**src/rtl/uart_rx_capture.sv**
```systemverilog
// uart_rx_capture: 8N1 UART receiver with a first-word-fall-through byte FIFO.
// The serial input is synchronised, framed by a five-state receiver FSM and
// completed bytes are queued for a ready/valid consumer. Framing errors and
// FIFO overflows are reported through sticky flags that clr_flags clears.
module uart_rx_capture #(
    parameter int CLK_DIV    = 104,
    parameter int FIFO_DEPTH = 16
) (
    input  logic                          clk,
    input  logic                          rst,
    input  logic                          rx,
    output logic [7:0]                    out_data,
    output logic                          out_valid,
    input  logic                          out_ready,
    output logic [$clog2(FIFO_DEPTH):0]   fifo_level,
    output logic                          frame_err,
    output logic                          overflow,
    input  logic                          clr_flags
);

    localparam int              AW         = $clog2(FIFO_DEPTH);
    localparam logic [15:0]     HALF_LOAD  = 16'(CLK_DIV / 2 - 1);
    localparam logic [15:0]     BIT_LOAD   = 16'(CLK_DIV - 1);
    localparam logic [AW:0]     FULL_LEVEL = (AW + 1)'(FIFO_DEPTH);

    typedef enum logic [2:0] {
        S_IDLE,
        S_START,
        S_DATA,
        S_STOP,
        S_BREAK
    } state_t;

    logic          r_rx_meta;
    logic          r_rx_s;
    state_t        r_state;
    state_t        w_state_next;
    logic [15:0]   r_cnt;
    logic [15:0]   w_cnt_next;
    logic [2:0]    r_bit_idx;
    logic [2:0]    w_bit_idx_next;
    logic [7:0]    r_shift;
    logic [7:0]    w_shift_next;
    logic          w_tick;
    logic          w_push_req;
    logic          w_frame_set;

    logic [7:0]    r_mem [FIFO_DEPTH];
    logic [AW-1:0] r_wr_ptr;
    logic [AW-1:0] r_rd_ptr;
    logic [AW:0]   r_level;
    logic          w_full;
    logic          w_pop;
    logic          w_push;
    logic          w_ovf_set;

    // Two-flop synchroniser; both flops reset to the idle line level.
    // NOTE: sequential state uses non-blocking assignments so every flop samples pre-edge values.
    always_ff @(posedge clk) begin
        if (rst) begin
            r_rx_meta <= 1'b1;
            r_rx_s    <= 1'b1;
        end else begin
            r_rx_meta <= rx;
            r_rx_s    <= r_rx_meta;
        end
    end

    // The sample point of the current bit is reached when the down-counter hits zero.
    assign w_tick = (r_cnt == 16'd0);

    // Receiver next-state logic: bit timing, shift register and push/flag strobes.
    // NOTE: every always_comb output gets a default first so no latch is inferred.
    always_comb begin
        w_state_next   = r_state;
        w_cnt_next     = r_cnt;
        w_bit_idx_next = r_bit_idx;
        w_shift_next   = r_shift;
        w_push_req     = 1'b0;
        w_frame_set    = 1'b0;
        case (r_state)
            S_IDLE: begin
                if (!r_rx_s) begin
                    w_state_next = S_START;
                    w_cnt_next   = HALF_LOAD;
                end
            end
            S_START: begin
                if (!w_tick) begin
                    w_cnt_next = r_cnt - 16'd1;
                end else if (r_rx_s) begin
                    w_state_next = S_IDLE;
                end else begin
                    w_state_next   = S_DATA;
                    w_cnt_next     = BIT_LOAD;
                    w_bit_idx_next = 3'd0;
                end
            end
            S_DATA: begin
                if (!w_tick) begin
                    w_cnt_next = r_cnt - 16'd1;
                end else begin
                    w_shift_next = {r_rx_s, r_shift[7:1]};
                    w_cnt_next   = BIT_LOAD;
                    if (r_bit_idx == 3'd7) begin
                        w_state_next = S_STOP;
                    end else begin
                        w_bit_idx_next = r_bit_idx + 3'd1;
                    end
                end
            end
            S_STOP: begin
                if (!w_tick) begin
                    w_cnt_next = r_cnt - 16'd1;
                end else if (r_rx_s) begin
                    w_push_req   = 1'b1;
                    w_state_next = S_IDLE;
                end else begin
                    w_frame_set  = 1'b1;
                    w_state_next = S_BREAK;
                end
            end
            S_BREAK: begin
                // A held-low line is not a new start bit; wait for it to return high.
                if (r_rx_s) begin
                    w_state_next = S_IDLE;
                end
            end
            default: begin
                w_state_next = S_IDLE;
                w_cnt_next   = 16'd0;
            end
        endcase
    end

    // Receiver state register and datapath registers.
    always_ff @(posedge clk) begin
        if (rst) begin
            r_state   <= S_IDLE;
            r_cnt     <= 16'd0;
            r_bit_idx <= 3'd0;
            r_shift   <= 8'h00;
        end else begin
            r_state   <= w_state_next;
            r_cnt     <= w_cnt_next;
            r_bit_idx <= w_bit_idx_next;
            r_shift   <= w_shift_next;
        end
    end

    // FIFO control: a pop frees the slot a same-cycle push into a full FIFO needs.
    assign w_full    = (r_level == FULL_LEVEL);
    assign w_pop     = out_valid & out_ready;
    assign w_push    = w_push_req & (~w_full | w_pop);
    assign w_ovf_set = w_push_req & w_full & ~w_pop;

    // FIFO storage write port.
    // NOTE: storage is deliberately not reset; out_valid gates it, so stale entries are never seen.
    always_ff @(posedge clk) begin
        if (w_push) begin
            r_mem[r_wr_ptr] <= r_shift;
        end
    end

    // FIFO pointers and occupancy; pointers wrap naturally at the power-of-two depth.
    always_ff @(posedge clk) begin
        if (rst) begin
            r_wr_ptr <= '0;
            r_rd_ptr <= '0;
            r_level  <= '0;
        end else begin
            if (w_push) begin
                r_wr_ptr <= r_wr_ptr + 1'b1;
            end
            if (w_pop) begin
                r_rd_ptr <= r_rd_ptr + 1'b1;
            end
            case ({w_push, w_pop})
                2'b10:   r_level <= r_level + 1'b1;
                2'b01:   r_level <= r_level - 1'b1;
                default: r_level <= r_level;
            endcase
        end
    end

    // Sticky flags; a set event in the same cycle as clr_flags wins.
    always_ff @(posedge clk) begin
        if (rst) begin
            frame_err <= 1'b0;
            overflow  <= 1'b0;
        end else begin
            if (w_frame_set) begin
                frame_err <= 1'b1;
            end else if (clr_flags) begin
                frame_err <= 1'b0;
            end
            if (w_ovf_set) begin
                overflow <= 1'b1;
            end else if (clr_flags) begin
                overflow <= 1'b0;
            end
        end
    end

    assign out_valid  = (r_level != '0);
    assign out_data   = out_valid ? r_mem[r_rd_ptr] : 8'h00;
    assign fifo_level = r_level;

endmodule

```
**config.mk**
```make
export PLATFORM = sky130hd
export DESIGN_NAME = uart_rx_capture
export DESIGN_NICKNAME = d
export VERILOG_FILES = /design/src/rtl/uart_rx_capture.sv
export SDC_FILE = /design/constraint.sdc
export NUM_CORES = 1
export LEC_CHECK = 0
export ABC_AREA = 0
export CAP_MARGIN = 25
export CORE_AREA = 3 3 143 145
export DETAILED_ROUTE_END_ITERATION = 7
export DIE_AREA = 0 0 146 148
export PLACE_DENSITY = 0.55
export SLEW_MARGIN = 20
export SYNTH_ARGS = -nofsm -noshare
export SYNTH_HDL_FRONTEND = slang
export SYNTH_SLANG_ARGS = --single-unit
```
**constraint.sdc**
```tcl
create_clock -name clk -period 2.8 [get_ports clk]
set_input_delay 0.56 -clock clk [delete_from_list [all_inputs] [get_ports clk]]
set_output_delay 0.56 -clock clk [all_outputs]
set_load 0.05 [all_outputs]
```
# Yosys cells after proc, flatten, opt, wreduce, memory -nomap -nowiden
# Memory sizes are Yosys's and may differ from the RTL's. A register that Yosys moved wholly into a read port is not among the register bits.
# Cells that the tools add are included.
op_classes:
  add_sub_neg: 6
  n_eq_ne: 18
  mux: 35
  n_bitwise: 8
  reduce_logical: 11
op_table:
  columns: ["op", "n"]
  rows:
  - ["$mux W16", 5]
  - ["$pmux W16 S5", 1]
  - ["$mux W3", 11]
  - ["$ne A2 B2 Y1 const B", 9]
  - ["$logic_not A16 Y1", 1]
  - ["$sub A16 B1 Y16 const B", 1]
  - ["$pmux W3 S5", 1]
  - ["$mux W1", 11]
  - ["$pmux W5 S2", 1]
  - ["$add A4 B1 Y4 const B", 2]
  - ["$mux W4", 2]
  - ["$mux W8", 1]
  - ["$reduce_bool A2 Y1", 4]
  - ["$eq A3 B2 Y1 const B", 2]
  - ["$eq A3 B3 Y1 const B", 2]
  - ["$pmux W3 S2", 1]
  - ["$reduce_and A6 Y1", 1]
  - ["$add A5 B1 Y5 const B", 1]
  - ["$eq A5 B5 Y1 const B", 1]
  - ["$reduce_and A5 Y1", 1]
  - ["$reduce_bool A5 Y1", 1]
  - ["$sub A5 B1 Y5 const B", 1]
  - ["$and A1 B1 Y1", 4]
  - ["$reduce_and A4 Y1", 1]
  - ["other kinds (10)", 12]
word_totals:
  ff_bits: 47
  ram_bits: 128
  input_bits: 5
  out_inout_bits: 16
  memories: 1
mem_list:
  columns: ["memory", "words", "word_bits", "rd", "rd_ports_with_merged_regs", "wr", "line_no", "text"]
  rows:
  - ["r_mem", 16, 8, 1, 1, 1, "48", "logic [7:0] r_mem [FIFO_DEPTH];"]

# Depth between registers and ports, before layout
depth:
  ltp_word: 6
  depth_mapped: 14
  ltp_nobuf: 12

# Worst setup path after synthesis
# No wires, ideal clock.
synth_timing:
  path_type: "reg-to-reg"
  startpoint: "register r_cnt[0]"
  endpoint: "register r_level[4] (netlist: fifo_level[4])"
  setup_ps: 121
  arrival_time_ps: 3023
  required_time_ps: 2679
  setup_slack_ps: -344
  path_stages_with_launch: 13
  synth_period_minus_slack_ps: 3144
  path_cell_list: "dfxtp_1 -> inv_1 -> ha_1 -> or4b_1 -> clkbuf_1 -> nor4_4 -> a31oi_1 -> buf_2 -> ha_1 -> a21o_1 -> a21oi_1 -> mux2i_1 -> mux2_2"
synth_via:
  elab_chain_len: 6
  word_cells_on_any_way: 8
  cone_classes: "2 x eq/ne; 3 x mux; 1 x bitwise; 2 x reduce/logical"
synth_lines:
  columns: ["item", "line_no", "text"]
  rows:
  - ["start: declaration", "38", "logic [15:0] r_cnt;"]
  - ["start signal: assignment", "145", "r_cnt <= w_cnt_next;"]
  - ["$logic_not A16 Y1 (*)", "70", "assign w_tick = (r_cnt == 16'd0);"]
  - ["$mux W1 (*)", "113", "if (!w_tick) begin"]
  - ["$mux W1 (*)", "81", "case (r_state)"]
  - ["$and A1 B1 Y1 (*)", "154", "assign w_push = w_push_req & (~w_full | w_pop);"]
  - ["$eq A2 B1 Y1 / $eq A2 B2 Y1 (equally long branches)", "178", "case ({w_push, w_pop})"]
  - ["$pmux W5 S2 / $reduce_bool A2 Y1 (equally long branches)", null, null]
  - ["end signal: assignment", "179", "2'b10: r_level <= r_level + 1'b1;"]
  - ["end signal: assignment", "180", "2'b01: r_level <= r_level - 1'b1;"]
  - ["end signal: assignment", "181", "default: r_level <= r_level;"]
  - ["end: declaration", "51", "logic [AW:0] r_level;"]
# Mark *: on every way between the ends. The rest lies on a longest branch, timed or not.
# A chain may end at the register's enable or synchronous reset.

==> reports/summary.txt <==
TritonCTS buffer count: 17
most frequent cells in the layout: edfxtp_1, buf_4, dfxtp_1, mux4_2, nand2_1
first-pass GRT wire length: 27500 µm
gr usage total: 16.5%
Die H: 148 µm
clock sinks: 179
critical path's slowest cell: mux4_2
reg2reg setup slack: -0.05 ns
Initial DRC Count: 391
Overflow after GRT: 0
clock root buffer: clkbuf_16
die width: 146 µm
Post-synth EDFFs: 128
via count: 4758
CP startpoint kind: flip-flop
Setup WS pre-CTS: -0.204 ns
Ys Warns: 0
final hold violations: 0
final net count: 621
vias in the first global route: 4898
asr flop ratio synth: 0%
crit path capture: out_data[2]
critical path arrival: 2.35 ns
DIE AREA: 21600 µm²
commonest non-fill, non-tap cell in the layout: edfxtp_1
I/O Buffers: 20
gpl congestion: 0.875
HPWL after DPL: 11400 µm
Initial Util: 39.5%
fillers: 1691
DRC violations left: 0
LEAKAGE: 3.14 nW
status: complete, but fails checks
Slew @ Worst Pin: 0.711 ns
shortest period the worst path allows: 2.91 ns
RSZ-0062 raised after global routing: yes
Power Dens Cells: 943 nW/µm²
area of the multi-input gates: 2640 µm²
maximum clock path buffer count: 2
Reg-to-Reg Start: r_cnt[8]$_SDFFE_PP0P_
Fmax: 343 MHz
mean routed wirelength per cell: 19.3 µm
I/O pin total: 21
flops & latches, synth: 179
final wirelength: 17000 µm
CP peak stage delay: 0.54 ns
reg2reg path depth: 9
Mapped Cells: 524
Avg Inst Size Synth: 14.6 µm²
CP max FO: 12
Worst-path clk slew: 0.06 ns
initial antenna violation count: 0
peak supply drop: 1060 µV
largest net degree at the start of global routing: 35
Synth cell types: 60
Antenna diodes: 0
router iterations before antenna repair: 5
CTS tree: built
Antenna Nets Post-Route: 0
Post-Syn Area: 7640 µm²
Setup violations, final: 9
Synth area leaders: edfxtp_1, dfxtp_1, mux4_2, a21oi_1, ha_1
area growth from synthesis to layout: 21.6%
final setup margin: -0.115 ns
register area: 4870 µm²
Critical Path End Type: output port
final core occ: 48.0%
Skew-Pair Late Insertion Delay: 0.43 ns
Post-synth top flop: edfxtp_1
worst min path class: flip-flop to flip-flop
violated checks: negative setup slack
crit-path most repeated cell: mux4_2
H-Tree Level Count: 4
Critical Path, Cell by Cell: buf_12 > mux4_2 > mux4_2 > nor2b_1 > buf_6
crit path kind: flip-flop to output port
Hold Slack: 0.415 ns
Slew HR: 52.5%
FP Rows: 51
Setup Skew: 0.0135 ns
largest area contributor in the netlist: edfxtp_1
final worst-path cycle share: 104%
CP Data Required Time: 2.24 ns
top cell type's share of synthesized area: 50.3%
max_cap viols: 0
Slew Viols, Final: 0
vias per inst: 5.40
share of cells above drive strength 1: 29.2%
core outline area: 19300 µm²
Syn Nets: 542
reg2reg end: fifo_level[4]$_SDFFE_PP0P_
post-synthesis sequential area ratio: 63.7%
-- metal layers --
metal | vias to the layer above | GRT usage, % | share of wire (%) | wire, µm
met1 | 2435 | 21.8 | 44 | 7480
met2 | 113 | 28.1 | 51 | 8660
met3 | 17 | 3.34 | 3.7 | 623
met4 | 0 | 4.75 | 1.3 | 214
li1 | 2193 | - | - | -
met5 | - | 0 | 0 | 0
-- state kept, by name, indices dropped and copies added (netlist names), 3 cells and up, named ones only --
name        count
fifo_level      5
r_bit_idx       3
r_cnt          16
r_mem         128
r_rd_ptr        4
r_shift         8
r_state         3
r_wr_ptr        4
-- report_power, final --
group          switching (mW)  internal, mW  leakage (nW)  total [mW]
combinational            1.83          1.50          1.25        3.33
clock                    1.01          1.42         0.287        2.43
sequential             0.0867          2.90          1.60        2.99
total                    2.93          5.82          3.14        8.76
-- worst max-delay path, delay by kind of cell (launching register included) --
kind	cells	cell delay, ns
muxes	2	1.05
DFF	1	0.39
buffers and inverters	2	0.32
and+or+nand+nor	1	0.16
-- logic make-up after synthesis --
group	share of synthesized area (%)
xor gates and xnor gates	1.49
adders and majority gates	2.36
AOI/OAI and AO/OA	7.47
muxes	12.3
DFF	63.7
and+or+nand+nor	10.1
buffers and inverters	2.56
-- how the worst min path moves through the flow --
stage	from	endpoint	slack, ns	depth (start not counted)
finish	r_rx_meta$_SDFF_PP1_	r_rx_s$_SDFF_PP1_	0.41	1
global route	r_rx_meta$_SDFF_PP1_	r_rx_s$_SDFF_PP1_	0.44	1
CTS	r_rx_meta$_SDFF_PP1_	r_rx_s$_SDFF_PP1_	0.42	1
detailed placement	r_rx_meta$_SDFF_PP1_	r_rx_s$_SDFF_PP1_	0.41	1
global placement	r_rx_meta$_SDFF_PP1_	r_rx_s$_SDFF_PP1_	0.39	1
floorplan	r_rx_meta$_SDFF_PP1_	r_rx_s$_SDFF_PP1_	0.39	1
-- layout make-up --
cell class / count / area share (%)
inverters: 19 / 0.795
clock buffers: 18 / 4.62
repair buffers: 87 / 8.14
well taps: 265 / 3.57
flip-flops and latches: 179 / 52.5
multi-input cells: 299 / 28.5
clock inverters: 14 / 1.93
-- synth_stat cells, types with 4 or more instances --
cell	count
xnor2_1	10
a211oi_1	6
nor2b_1	8
nand2_1	38
a31oi_1	4
inv_1	18
clkbuf_1	16
nand4_1	4
or4_1	7
nand3_1	8
mux4_2	40
dfxtp_1	51
buf_2	5
nor3_1	7
a21oi_1	31
or3_1	9
edfxtp_1	128
ha_1	12
o21ai_0	12
nor2_1	37
-- stage by stage --
| step | setup TNS [ns] | cells | area (µm²) | total power [mW] |
|---|---|---|---|---|
| 5_1_grt | -1.56 | 881 | 9290 | 9.17 |
| 4_1_cts | -1.10 | 878 | 9220 | 8.74 |
| 6_report | -0.741 | 881 | 9290 | 8.76 |
| 2_1_floorplan | -0.202 | 524 | 7670 | 5.10 |
| 3_5_place_dp | -0.299 | 846 | 8560 | 6.19 |
| 3_3_place_gp | -0.167 | 846 | 8560 | 6.13 |
-- timing repair --
item / in CTS / in global routing
hold buffers: 0 / 0
gates resized for setup: 13 / 13
pin swaps: 1 / 4
endpoints found under the setup margin: 10 / 34
cloned: 0 / 0
setup buffers: 0 / 3
Note: power is estimated with default switching activity, not from simulation.
